**src/rtl/uart_rx_fsm.sv**
```systemverilog
// UART receiver: 16x oversampled start/8-data/parity/stop frame decoder with a
// 1-deep output register, read handshake and parity/framing/overrun flags.
module uart_rx_fsm #(
    parameter int OVS        = 16,
    parameter bit PARITY_ODD = 1'b0
) (
    input  logic       clk,
    input  logic       reset,
    input  logic       rx_enable,
    input  logic       rx_in,
    input  logic       rd_enable,
    output logic [7:0] rx_data,
    output logic       rx_valid,
    output logic       rx_full,
    output logic       rx_busy,
    output logic       parity_err,
    output logic       frame_err,
    output logic       overrun,
    output logic [2:0] state_dbg
);

    localparam int CNT_W = $clog2(OVS);
    localparam logic [CNT_W-1:0] CNT_HALF = CNT_W'(OVS / 2 - 1);
    localparam logic [CNT_W-1:0] CNT_LAST = CNT_W'(OVS - 1);

    typedef enum logic [2:0] {
        S_IDLE   = 3'd0,
        S_START  = 3'd1,
        S_DATA   = 3'd2,
        S_PARITY = 3'd3,
        S_STOP   = 3'd4
    } state_t;

    logic             sync1_q, sync2_q;
    logic             rx_sync;
    state_t           state_q, state_d;
    logic [CNT_W-1:0] cnt_q, cnt_d;
    logic [2:0]       idx_q, idx_d;
    logic [7:0]       shift_q, shift_d;
    logic             par_q, par_d;
    logic [7:0]       data_q, data_d;
    logic             valid_q, valid_d;
    logic             full_q, full_d;
    logic             busy_q, busy_d;
    logic             perr_q, perr_d;
    logic             ferr_q, ferr_d;
    logic             ovr_q, ovr_d;
    logic             commit;

    assign rx_sync = sync2_q;

    // Next-state logic; the frame walker only moves on rx_enable ticks, while the
    // host-side register (full, overrun, valid pulse) runs every clock.
    always_comb begin
        state_d = state_q;
        cnt_d   = cnt_q;
        idx_d   = idx_q;
        shift_d = shift_q;
        par_d   = par_q;
        data_d  = data_q;
        valid_d = 1'b0;
        full_d  = full_q;
        perr_d  = perr_q;
        ferr_d  = ferr_q;
        ovr_d   = ovr_q;
        commit  = 1'b0;

        if (rx_enable) begin
            case (state_q)
                S_IDLE: begin
                    if (!rx_sync) begin
                        state_d = S_START;
                        cnt_d   = '0;
                    end
                end
                S_START: begin
                    if (cnt_q == CNT_HALF) begin
                        if (rx_sync) begin
                            state_d = S_IDLE;
                        end else begin
                            state_d = S_DATA;
                            cnt_d   = '0;
                            idx_d   = '0;
                        end
                    end else begin
                        cnt_d = cnt_q + CNT_W'(1);
                    end
                end
                S_DATA: begin
                    cnt_d = cnt_q + CNT_W'(1);
                    if (cnt_q == CNT_LAST) begin
                        shift_d[idx_q] = rx_sync;
                        idx_d          = idx_q + 3'd1;
                        if (idx_q == 3'd7) begin
                            state_d = S_PARITY;
                        end
                    end
                end
                S_PARITY: begin
                    cnt_d = cnt_q + CNT_W'(1);
                    if (cnt_q == CNT_LAST) begin
                        par_d   = rx_sync;
                        state_d = S_STOP;
                    end
                end
                S_STOP: begin
                    cnt_d = cnt_q + CNT_W'(1);
                    // Leave mid stop bit so a back-to-back start edge is caught at once.
                    if (cnt_q == CNT_LAST) begin
                        commit  = 1'b1;
                        state_d = S_IDLE;
                    end
                end
                default: begin
                    state_d = S_IDLE;
                end
            endcase
        end

        if (rd_enable && full_q) begin
            full_d = 1'b0;
        end

        if (commit) begin
            data_d  = shift_q;
            perr_d  = par_q ^ (^shift_q) ^ PARITY_ODD;
            ferr_d  = ~rx_sync;
            valid_d = 1'b1;
            full_d  = 1'b1;
            if (full_q && !rd_enable) begin
                ovr_d = 1'b1;
            end
        end
    end

    assign busy_d = (state_d != S_IDLE);

    always_ff @(posedge clk) begin
        if (reset) begin
            sync1_q <= 1'b1;
            sync2_q <= 1'b1;
            state_q <= S_IDLE;
            cnt_q   <= '0;
            idx_q   <= '0;
            shift_q <= '0;
            par_q   <= 1'b0;
            data_q  <= '0;
            valid_q <= 1'b0;
            full_q  <= 1'b0;
            busy_q  <= 1'b0;
            perr_q  <= 1'b0;
            ferr_q  <= 1'b0;
            ovr_q   <= 1'b0;
        end else begin
            sync1_q <= rx_in;
            sync2_q <= sync1_q;
            state_q <= state_d;
            cnt_q   <= cnt_d;
            idx_q   <= idx_d;
            shift_q <= shift_d;
            par_q   <= par_d;
            data_q  <= data_d;
            valid_q <= valid_d;
            full_q  <= full_d;
            busy_q  <= busy_d;
            perr_q  <= perr_d;
            ferr_q  <= ferr_d;
            ovr_q   <= ovr_d;
        end
    end

    assign rx_data    = data_q;
    assign rx_valid   = valid_q;
    assign rx_full    = full_q;
    assign rx_busy    = busy_q;
    assign parity_err = perr_q;
    assign frame_err  = ferr_q;
    assign overrun    = ovr_q;
    assign state_dbg  = state_q;

endmodule
```
**config.mk**
```make
export PLATFORM = sky130hd
export DESIGN_NAME = uart_rx_fsm
export DESIGN_NICKNAME = d
export VERILOG_FILES = /design/src/rtl/uart_rx_fsm.sv
export SDC_FILE = /design/constraint.sdc
export NUM_CORES = 1
export LEC_CHECK = 0
export ABC_AREA = 0
export BUFFER_PORTS_ARGS = -buffer_cell sky130_fd_sc_hd__buf_2
export CAP_MARGIN = 40
export CORE_ASPECT_RATIO = 0.6
export CORE_UTILIZATION = 40
export DETAILED_ROUTE_END_ITERATION = 10
export GPL_TIMING_DRIVEN = 0
export HOLD_SLACK_MARGIN = 0.02
export PLACE_DENSITY = 0.64
export SLEW_MARGIN = 20
export SYNTH_ARGS = -nofsm -noshare
export SYNTH_HDL_FRONTEND = slang
export SYNTH_SLANG_ARGS = --single-unit
export TNS_END_PERCENT = 10
```
**constraint.sdc**
```tcl
create_clock -name clk -period 4 [get_ports clk]
set_clock_uncertainty 0.05 [all_clocks]
set_input_delay 0.2 -clock clk [delete_from_list [all_inputs] [get_ports clk]]
set_output_delay 0.2 -clock clk [all_outputs]
set_load 0.02 [all_outputs]
```
; Word-level counts from Yosys, hierarchy flattened
; Cells that the tools add are included.
[op_classes]
bitwise = 2
n_reduce_logical = 16
n_mux = 25
magnitude_cmp = 2
n_eq_ne = 10
n_addsub = 2
[op_table]
columns = op, count
row1 = two-way mux 3 bit, 10
row2 = case mux 3 bit (5 select lines), 1
row3 = case mux 4 bit (3 select lines), 1
row4 = bitwise mux 8 bit, 1
row5 = two-way mux 4 bit, 2
row6 = XOR reduction 8 bit, 1
row7 = two-way mux 1 bit, 7
row8 = "equality test 3 x 2 -> 1 bit, second input constant", 2
row9 = "equality test 3 bit, second input constant", 2
row10 = "!= test 2 bit, second input constant", 3
row11 = case mux 3 bit (2 select lines), 1
row12 = AND reduction 3 bit, 2
row13 = nonzero test 3 bit, 2
row14 = AND reduction 5 bit, 1
row15 = "adder 4 x 1 -> 4 bit, second input constant", 1
row16 = "equality test 4 x 3 -> 1 bit, second input constant", 1
row17 = "equality test 4 bit, second input constant", 1
row18 = "less-than comparator 3 x 4 -> 1 bit, second input constant", 1
row19 = AND reduction 2 bit, 2
row20 = nonzero test 2 bit, 2
row21 = "adder 3 x 1 -> 3 bit, second input constant", 1
row22 = demux 1 bit (select 3 bit), 1
row23 = "equality test 3 x 1 -> 1 bit, second input constant", 1
row24 = ">= comparator 3 x 1 -> 1 bit, second input constant", 1
row25 = 7 further kinds, 9
[word_totals]
ff_bits = 35
word_cells = 71

; Depth between registers and ports, before layout
; Gate-level depths: netlist of the first run.
[depth]
depth_word = 6
mapped_depth = 8
depth_no_buf = 5

; Least setup slack after synthesis of the first run
; OpenSTA, ideal clock, no wires.
[synth_path]
path_type = reg-to-reg
startpoint = reg cnt_q[0]
endpoint = reg busy_q (netlist: rx_busy)
stages_incl_launch_ff = 7
setup_ns = 0.057
t_arrival_ns = 1.602
slack_ns = 2.291
path_cell_list = dfxtp_1 ha_1 clkbuf_2 and3b_1 o311a_2 a311oi_2 or3_1
[synth_between]
elab_chain_cells = 5
[synth_lines]
columns = item, line
row1 = "start, declared", 37  ; logic [CNT_W-1:0] cnt_q, cnt_d;
row2 = "start signal, assigned", 158  ; cnt_q <= cnt_d;
row3 = equality test 4 bit or equality test 4 x 3 -> 1 bit (tied branches), n/a
row4 = two-way mux 3 bit (on tied branches), n/a
row5 = case mux 3 bit (5 select lines) *, 69  ; case (state_q)
row6 = two-way mux 3 bit *, 68  ; if (rx_enable) begin
row7 = nonzero test 3 bit *, 136  ; assign busy_d = (state_d != S_IDLE);
row8 = "end signal, assigned", 165  ; busy_q <= busy_d;
row9 = "end, declared", 44  ; logic busy_q, busy_d;
; Every way passes the cells marked *; elsewhere a longest branch is shown, timed or not.
; A chain may end at the register's enable or synchronous reset.

; Worst setup path in the final report of the first run
[layout_path]
startpoint = reg cnt_q[0]
endpoint = reg data_q[3] (netlist: rx_data[3])
[layout_between]
elab_chain_cells = 4
[layout_lines]
columns = item, line
row1 = equality test 4 bit, 109  ; if (cnt_q == CNT_LAST) begin
row2 = two-way mux 1 bit, 109
row3 = two-way mux 1 bit, 69
row4 = two-way mux 1 bit, 68
row5 = "end signal, assigned", 162  ; data_q <= data_d;
row6 = "end, declared", 41  ; logic [7:0] data_q, data_d;
; Every way passes these cells.

==> key figures, run 1 <==
Setup path
  • Largest delay share family, worst path: buffers and inverters
  • Reg-to-Reg Start: cnt_q[0]$_SDFFE_PP0P_
  • CP startpoint kind: register
  • Crit path cell chain: ha_1, clkbuf_2, and4_2, clkbuf_1, nand2_1, buf_2, nand2_1, a21oi_1
  • Max incr delay on CP: 360 ps
  • WP buf/inv: 3
  • Flop2flop setup slack: 2030 ps
  • Critical Path AT: 2070 ps
  • Critical Path End Type: register
  • Start point of the critical path: cnt_q[0]$_SDFFE_PP0P_
  • Reg2reg end: rx_data[3]$_SDFFE_PP0P_
  • Slowest CP cell: dfxtp_1
  • Critical path type: reg -> reg
  • Most frequent cell on the critical path: nand2_1
  • Worst R2R Path Depth: 8
  • Worst Path Required: 4100 ps
  • Max Fanout on Critical Path: 10

Logic synthesis
  • Syn_area_per_cell: 8.73 sq um
  • Syn nets: 205
  • Async set-reset flop share out of synthesis: 0%
  • Cells after synthesis: 197
  • Main synth FF type: dfxtp_1
  • Yosys cell types: 48
  • Top cells by area, synth: dfxtp_1 41%, a21oi_1 5.8%, nand2_1 5.7%
  • Yosys top cell area share: 40.8%
  • Register area share after synthesis: 40.8%
  • Yosys reg bits: 35
  • Synthesized area: 1720 sq um
  • Area leader, netlist: dfxtp_1
  • EDFF count, synth: 0
  • Synth Warn #: 0

Clock tree
  • H-tree levels: 2
  • Number of buffers created by CTS: 5
  • CTS Root Cell: clkbuf_8
  • Hold-fix buffers at CTS: 0
  • Clock slew at reported path FFs: 70 ps
  • Longest Clk Path Bufs: 2
  • Post-CTS sizing: 0
  • Clock insertion delay at the later pin of the skew report: 280 ps
  • # clock sinks: 35
  • CTS tree: built
  • Post-CTS Setup Bufs: 0

STA
  • Slew HR: 49.1%
  • Minimum clock period: 1970 ps
  • Actual transition at the worst max-transition pin: 745 ps
  • Worst setup margin: 2030 ps
  • Setup TNS: 0 ps
  • Final period utilization: 49.3%
  • Setup violations, final: 0
  • Fmax: 507 MHz
  • Fin Hold WS: 47.6 ps
  • Final Hold Fails: 0
  • RSZ-0062 raised after global routing: false
  • Fin. max-slew vios: 0

Global route
  • Initial antenna violation count: 0
  • Overflow after GRT: 0
  • Vias in the first global route: 1287
  • First-pass GRT wire length: 6380 um
  • Total track usage: 18.9%
  • Largest net degree at the start of global routing: 11

Cells and area
  • Final #Nets: 232
  • Area delta synth->final: 15.3%
  • # diodes: 0
  • Fin cells: 284
  • Share of cells above drive strength 1: 20.5%
  • Post-layout util: 48.1%

Detailed routing
  • Avg WL per Cell: 13.3 um
  • Post-route ant nets: 0
  • Via/cell ratio: 5.23
  • Final WL: 3760 um
  • Initial DRC count: 68
  • DRC: 0
  • First drt pass iteration count: 4
  • DR vias: 1484

Hold path
  • Worst hold start: rx_in
  • Hold endpoint: sync1_q$_SDFF_PP1_
  • Hold path depth: 2
  • Type of the worst min-delay path: in -> reg

Floorplan
  • Row count: 18
  • Chip Height: 52.8 um
  • Core footprint: 4120 sq um
  • Initial Util: 41.7%
  • IO Pins: 22
  • Die area: 4570 sq um
  • Die Wd: 86.6 um

Placed design
  • Detail Placement HPWL: 2810 um
  • Pre-CTS setup slack: 2030 ps
  • Routability cong.: 0.824
  • Dpl cells: 277
  • PortBufs: 20

Run status
  • Status: finished clean

Power
  • PD cells: 318 nW/um^2
  • Maximum vdd drop: 0.000216 V
  • P_leak: 0.783 nW

Job
  • Max-Cap Viols: 0
-- cells by family after synthesis --
family	Yosys count	share of synthesized area [%]
AND/OR/NAND/NOR	88	28.4
buffers and inverters	17	4.44
AO/OA/AOI/OAI	41	15.4
XOR/XNOR	5	4.15
flip-flops	35	40.8
adder cells (fa/ha/maj)	3	2.18
multiplexers	8	4.66
-- where the power goes --
group | internal [mW] | leakage (nW) | switching, mW | total, mW
clock network | 0.135 | 0.0470 | 0.119 | 0.254
logic | 0.00806 | 0.453 | 0.0160 | 0.0241
registers | 0.350 | 0.282 | 0.00122 | 0.351
-- how the worst max path moves through the flow --
stage	endpoint	slack (ps)	cells after the start
3_5_place_dp	rx_data[3]$_SDFFE_PP0P_	2030	8
2_1_floorplan	rx_busy$_SDFF_PP0_	2290	6
6_report	rx_data[3]$_SDFFE_PP0P_	2030	8
3_3_place_gp	rx_data[7]$_SDFFE_PP0P_	2050	8
5_1_grt	cnt_q[2]$_SDFFE_PP0P_	1850	6
4_1_cts	rx_data[3]$_SDFFE_PP0P_	2020	8
-- cell type report --
type	count	area, sq um
Fill cell	411	2140
Multi-Input combinational cell	145	942
Sequential cell	35	701
Timing Repair Buffer	20	100
Clock buffer	6	82.6
Tap cell	60	75.1
Buffer	13	61.3
Inverter	4	15.0
Clock inverter	1	5.00
-- worst register-to-register path: cells and delay by family, from the launching register on --
kind,cells,cell delay [ps]
adder cells (fa/ha/maj),1,150
AND/OR/NAND/NOR,3,550
flip-flops,1,360
AO/OA/AOI/OAI,1,60
buffers and inverters,3,670
-- cells in the mapped netlist (3+ instances only) --
library cell / n
a21oi_1: 20
buf_2: 6
clkbuf_1: 5
dfxtp_1: 35
ha_1: 3
inv_1: 4
mux2i_1: 8
nand2_1: 26
nand2b_1: 4
nand3_1: 4
nand3b_1: 3
nand4_1: 5
nand4b_1: 3
nor2_1: 13
nor2b_1: 3
nor4_1: 6
o21ai_0: 9
or2b_1: 3
-- per-layer routing --
layer / wire length [um] / global-route usage, %
met1: 2090 / 28.8
met2: 1430 / 24.2
met3: 232 / 5.51
met4: 14 / 6.67
met5: 0 / 0
-- metrics by stage --
| stage | area, sq um | total power, mW |
|---|---|---|
| 2_1_floorplan | 1720 | 0.376 |
| 3_3_place_gp | 1890 | 0.383 |
| 3_5_place_dp | 1890 | 0.383 |
| 4_1_cts | 1980 | 0.635 |
| 5_1_grt | 1980 | 0.655 |
| 6_report | 1980 | 0.629 |
-- placed cells by master (no fill, tap or decap), types with 2 or more instances in the layout --
| cell type | Yosys | routed |
|---|---|---|
| xnor2_1 | 2 | 2 |
| nor2b_1 | 3 | 3 |
| mux2i_1 | 8 | 8 |
| or2b_1 | 3 | 3 |
| or2_2 | 2 | 2 |
| dfxtp_1 | 35 | 35 |
| nand4b_1 | 3 | 3 |
| nor3b_1 | 2 | 2 |
| a21oi_1 | 20 | 20 |
| nand2b_1 | 4 | 4 |
| ha_1 | 3 | 3 |
| o21ai_0 | 9 | 9 |
| buf_2 | 6 | 26 |
| nor4_1 | 6 | 6 |
| nand4_1 | 5 | 5 |
| or3_1 | 2 | 2 |
| or4_1 | 2 | 2 |
| nand3_1 | 4 | 4 |
| clkbuf_1 | 5 | 5 |
| nand3b_1 | 3 | 3 |
| inv_1 | 4 | 4 |
| xnor3_1 | 2 | 2 |
| nand2_1 | 26 | 26 |
| and3b_1 | 2 | 2 |
| clkbuf_8 | 0 | 6 |
| nor2_1 | 13 | 13 |
-- flip-flops by register name, indices dropped and copies added, names as in the netlist --
register / flops
state_dbg: 3
rx_busy: 1
cnt_q: 4
overrun: 1
rx_sync: 1
shift_q: 8
par_q: 1
idx_q: 3
rx_valid: 1
rx_full: 1
rx_data: 8
sync1_q: 1
frame_err: 1
parity_err: 1
Note: power is estimated with default switching activity, not from simulation.
==> inputs of run 2 (changes only) <==
- clock period: 4 -> 2 ns (I/O delays scaled with it)
==> key figures, run 2 (synthesis results as in run 1) <==
Clock tree
  • # clock sinks: 35 (unchanged)
  • Post-CTS Setup Bufs: 0 (unchanged)
  • CTS tree: built
  • CTS Root Cell: clkbuf_8
  • Number of buffers created by CTS: 5 (unchanged)
  • Longest Clk Path Bufs: 2 (unchanged)
  • Clock insertion delay at the later pin of the skew report: 280 ps (about the same)
  • Clock slew at reported path FFs: 70 ps (about the same)
  • H-tree levels: 2 (unchanged)

STA
  • Fin Hold WS: 54.8 ps (+7.27 ps)
  • Setup violations, final: 0 (unchanged)
  • Minimum clock period: 1900 ps (-71.9 ps)
  • Actual transition at the worst max-transition pin: 753 ps (+7.85 ps)
  • Slew HR: 49.7% (+0.65 points)
  • Final period utilization: 95.0% (+46 points)
  • Fin. max-slew vios: 0 (unchanged)
  • Final Hold Fails: 0 (unchanged)
  • RSZ-0062 raised after global routing: true
  • Fmax: 526 MHz (+3.8%)

Setup path
  • Worst R2R Path Depth: 6 (-2)
  • Largest delay share family, worst path: simple AND/OR/NAND/NOR gates
  • Critical Path End Type: register
  • Critical Path AT: 2050 ps (-20 ps)
  • Critical path type: reg -> reg
  • WP buf/inv: 1 (-2)
  • Worst Path Required: 2150 ps (-1950 ps)
  • Max incr delay on CP: 440 ps (+80 ps)
  • CP startpoint kind: register
  • Max Fanout on Critical Path: 10 (unchanged)
  • WP depth: 6 (-2)
  • Slowest CP cell: nor2_2
  • Crit path cell chain: ha_1, clkbuf_2, nand4_1, nor2_2, nand2_1, o311ai_2

Floorplan
  • Die area: 4570 sq um (unchanged)
  • Core footprint: 4120 sq um (unchanged)
  • Initial Util: 41.7% (unchanged)
  • Row count: 18 (unchanged)
  • Chip Height: 52.8 um (unchanged)
  • Die Wd: 86.6 um (unchanged)
  • IO Pins: 22 (unchanged)

Detailed routing
  • DR vias: 1528 (+3.0%)
  • Max layer used: met4
  • DRC: 0 (unchanged)
  • Final WL: 3820 um (+1.4%)
  • First drt pass iteration count: 4 (unchanged)
  • Post-route ant nets: 0 (unchanged)
  • Met1 WL: 2130 um (+1.8%)
  • Avg WL per Cell: 13.4 um (+1.4%)
  • Initial DRC count: 72 (+5.9%)
  • Via/cell ratio: 5.38 (+3.0%)
  • DR WL met2: 1420 um (-0.14%)
  • Met3 routed WL: 236 um (+1.7%)

Global route
  • Vias in the first global route: 1281 (-0.47%)
  • Largest net degree at the start of global routing: 11 (unchanged)
  • First-pass GRT wire length: 6370 um (-0.22%)
  • Total track usage: 18.9% (-0.035 points)
  • Initial antenna violation count: 0 (unchanged)
  • Overflow after GRT: 0 (unchanged)

Job
  • Max-Cap Viols: 0 (unchanged)

Hold path
  • Type of the worst min-delay path: in -> reg
  • Hold path depth: 3 (+1)

Power
  • PD cells: 635 nW/um^2 (+100%)
  • Maximum vdd drop: 0.000435 V (+100%)
  • P_leak: 0.789 nW (+0.78%)

Cells and area
  • Area delta synth->final: 16.2%
  • Commonest non-fill, non-tap cells in the layout: 35 x dfxtp_1, 26 x buf_2, 25 x nand2_1
  • Fin cells: 284 (unchanged)
  • Share of cells above drive strength 1: 21.4% (+0.89 points)
  • # diodes: 0 (unchanged)
  • Commonest non-fill, non-tap cell in the layout: dfxtp_1
  • Final #Nets: 232 (unchanged)

Placed design
  • Dpl cells: 277 (unchanged)
  • Routability cong.: 0.824 (unchanged)
  • Detail Placement HPWL: 2810 um (unchanged)
  • PortBufs: 20 (unchanged)

Run status
  • Status: finished clean
==> run 2: cell count changes in the layout (fill, tap and decap cells not counted) <==
cell           change
dlygate4sd3_1      +1
a2111oi_0          -1
nand2_2            +1
clkbuf_1           -1
a2111oi_2          +1
nand2_1            -1
==> run 2: metal layers <==
layer / GRT usage [%] / up-vias
li1: - / 764
met1: 28.7 / 709
met2: 24.2 / 51
met3: 5.51 / 4
met4: 6.67 / 0
met5: 0 / -
==> run 2: power breakdown <==
| part | leakage, nW | internal (mW) | switching, mW |
|---|---|---|---|
| logic | 0.459 | 0.0182 | 0.0325 |
| clock network | 0.0470 | 0.270 | 0.244 |
| registers | 0.282 | 0.700 | 0.00256 |
==> run 2: metrics by stage <==
stage / TNS (ps) / worst slack, ps / cell area (sq um) / total power, mW / util [%]
after global placement: 0 / 48.8 / 1890 / 0.767 / 46.0
after CTS: 0 / 21.0 / 1990 / 1.27 / 48.3
after global routing: -256 / -73.5 / 2000 / 1.31 / 48.5
final: 0 / 99.7 / 2000 / 1.27 / 48.5
after floorplan: 0 / 291 / 1720 / 0.751 / -
after detailed placement: 0 / 32.4 / 1890 / 0.767 / 46.0
==> run 2: worst paths after layout <==
| check | slack (ps) | to | from |
|---|---|---|---|
| hold reg to reg | 360 | rx_sync$_SDFF_PP1_ | sync1_q$_SDFF_PP1_ |
| setup reg to reg | 100 | parity_err$_SDFFE_PP0P_ | cnt_q[1]$_SDFFE_PP0P_ |
| setup / recovery | 100 | parity_err$_SDFFE_PP0P_ | cnt_q[1]$_SDFFE_PP0P_ |
| hold / removal | 50 | rx_full$_SDFFE_PP0P_ | rd_enable |
==> run 2: area by class of cell <==
cell class,instances,area [sq um]
Fill cell,407,2120
Sequential cell,35,701
Buffer,12,57.6
Tap cell,60,75.1
Timing Repair Buffer,21,110
Clock buffer,6,82.6
Clock inverter,1,5.00
Inverter,4,15.0
Multi-Input combinational cell,145,951
==> run 2: tightest hold or removal path, cell delays in order <==
cell,delay (ps)
buf_2,70
nand2b_1,100
a21oi_1,70
==> run 2: what timing repair did <==
item                                   in CTS  in global routing
endpoints found under the hold margin       1                  0
hold buffers                                1                  0
setup endpoints to repair                   0                 20
gates resized for setup                     0                  3
==> inputs of run 3 (changes only) <==
- clock period: 2 -> 1.93 ns (I/O delays scaled with it)
==> key figures, run 3 (synthesis results as in run 1) <==
Global route
  • First-pass GRT wire length: 6370 um (unchanged)
  • Overflow after GRT: 0 (unchanged)
  • Total track usage: 18.9% (unchanged)
  • Largest net degree at the start of global routing: 11 (unchanged)
  • Vias in the first global route: 1281 (unchanged)
  • Initial antenna violation count: 0 (unchanged)

STA
  • Fmax: 530 MHz (+0.79%)
  • Final period utilization: 97.7% (+2.7 points)
  • Actual transition at the worst max-transition pin: 722 ps (-30.7 ps)
  • Setup violations, final: 0 (unchanged)
  • RSZ-0062 raised after global routing: true
  • Setup TNS: 0 ps (unchanged)
  • Fin. max-slew vios: 0 (unchanged)
  • Minimum clock period: 1890 ps (-15.0 ps)
  • Final Hold Fails: 0 (unchanged)
  • Slew HR: 51.8% (+2.0 points)

Cells and area
  • Share of cells above drive strength 1: 24.8% (+3.4 points)
  • Area delta synth->final: 19.3%
  • Final #Nets: 234 (+0.86%)
  • Commonest non-fill, non-tap cells in the layout: 35 x dfxtp_1, 25 x buf_2, 25 x nand2_1
  • Post-layout util: 49.8% (+1.3 points)
  • # diodes: 0 (unchanged)
  • Commonest non-fill, non-tap cell in the layout: dfxtp_1

Floorplan
  • Die Wd: 86.6 um (unchanged)
  • Initial Util: 41.7% (unchanged)
  • IO Pins: 22 (unchanged)
  • Core footprint: 4120 sq um (unchanged)
  • Die area: 4570 sq um (unchanged)
  • Chip Height: 52.8 um (unchanged)
  • Row count: 18 (unchanged)

Setup path
  • Worst R2R Path Depth: 6 (unchanged)
  • Reg2reg end: rx_busy$_SDFF_PP0_
  • Critical path type: reg -> reg
  • Max Fanout on Critical Path: 9 (-1)
  • Reg-to-Reg Start: cnt_q[0]$_SDFFE_PP0P_
  • Worst Path Required: 2110 ps (-40 ps)
  • Critical Path AT: 2070 ps (+20 ps)
  • Flop2flop setup slack: 40 ps (-60 ps)
  • CP startpoint kind: register
  • Critical Path End Type: register

Clock tree
  • Clock insertion delay at the later pin of the skew report: 290 ps (about the same)
  • CTS tree: built
  • # clock sinks: 35 (unchanged)
  • Clock slew at reported path FFs: 70 ps (about the same)
  • CTS Root Cell: clkbuf_8
  • H-tree levels: 2 (unchanged)
  • Longest Clk Path Bufs: 2 (unchanged)
  • Number of buffers created by CTS: 5 (unchanged)

Power
  • Maximum vdd drop: 0.000453 V (+4.2%)
  • Sw Share: 22.0% (about the same)
  • P_leak: 0.814 nW (+3.2%)
  • Comb pwr share: 4.0% (about the same)
  • Sw Pwr: 0.289 mW (+3.7%)
  • Clock Power Share: 40.5% (about the same)
  • Register share of total power: 55.4% (about the same)
  • Int Pwr: 1.02 mW (+3.6%)
  • PD cells: 641 nW/um^2 (+0.92%)

Hold path
  • Type of the worst min-delay path: in -> reg
  • Hold path depth: 3 (unchanged)
  • Hold endpoint: rx_full$_SDFFE_PP0P_
  • Worst hold start: rd_enable

Placed design
  • PortBufs: 20 (unchanged)
  • Detail Placement HPWL: 2810 um (unchanged)
  • Routability cong.: 0.824 (unchanged)

Detailed routing
  • Initial DRC count: 92 (+28%)
  • Post-route ant nets: 0 (unchanged)
  • DRC: 0 (unchanged)
  • Via/cell ratio: 5.27 (-2.1%)
  • Avg WL per Cell: 13.7 um (+2.0%)
  • First drt pass iteration count: 4 (unchanged)
  • Final WL: 3920 um (+2.7%)
  • DR vias: 1506 (-1.4%)

Job
  • Max-Cap Viols: 0 (unchanged)

Run status
  • Status: finished clean
run 3: changes by cell type in the layout (fill, tap and decap cells not counted), sizes merged:
cell    delta
clkbuf     +2
run 3: per-stage QoR:
stage               std cells  hold WS (ps)  cell area [sq um]  total power [mW]  setup WS [ps]
floorplan                 197           150               1720             0.778            221
global placement          277           233               1890             0.795          -21.2
detailed placement        277           233               1890             0.795          -37.6
CTS                       285          51.5               1990              1.32           16.7
global route              286          78.2               2050              1.36          -78.4
finish                    286          50.8               2050              1.31           44.6
run 3: worst max path at each step:
stage | from | end | cells after the start
after floorplan | cnt_q[0]$_SDFFE_PP0P_ | rx_busy$_SDFF_PP0_ | 6
after global placement | cnt_q[0]$_SDFFE_PP0P_ | rx_data[7]$_SDFFE_PP0P_ | 8
after detailed placement | cnt_q[0]$_SDFFE_PP0P_ | rx_data[3]$_SDFFE_PP0P_ | 8
after CTS | cnt_q[0]$_SDFFE_PP0P_ | rx_data[3]$_SDFFE_PP0P_ | 8
after global routing | state_dbg[1]$_SDFF_PP0_ | rx_busy$_SDFF_PP0_ | 4
final | cnt_q[0]$_SDFFE_PP0P_ | rx_busy$_SDFF_PP0_ | 6
run 3: routing by layer:
| layer | share of wire, % | GRT usage (%) |
|---|---|---|
| met1 | 55 | 28.7 |
| met2 | 39 | 24.2 |
| met3 | 5.5 | 5.51 |
| met4 | 0.89 | 6.67 |
| met5 | 0 | 0 |
run 3: final cells by class:
type	instances	area, sq um
plain buffers	13	65.1
clock buffers	6	82.6
clock inverters	1	5.00
fillers	406	2070
inverters	4	15.0
multi-input cells	145	990
flip-flops and latches	35	701
well taps	60	75.1
repair buffers	22	118
run 3: power groups by stage:
stage	Clock (mW)	Combinational, mW	Sequential (mW)
global route	0.574	0.0586	0.728
finish	0.533	0.0529	0.728
CTS	0.537	0.0516	0.728
detailed placement	0	0.0501	0.745
global placement	0	0.0499	0.745
floorplan	0	0.0328	0.746
run 3: timing repair:
item	4_1_cts	5_1_grt
pin swaps	0	1
hold buffers	1	0
endpoints found under the hold margin	1	0
resized for setup	1	12
setup endpoints to repair	8	25
buffers inserted	0	1
run 3: critical path, stage by stage (launching register included):
cell	delay, ps
dfxtp_1	330
ha_1	190
clkbuf_2	170
and3b_2	280
o311a_2	380
a311oi_2	280
or3_1	150
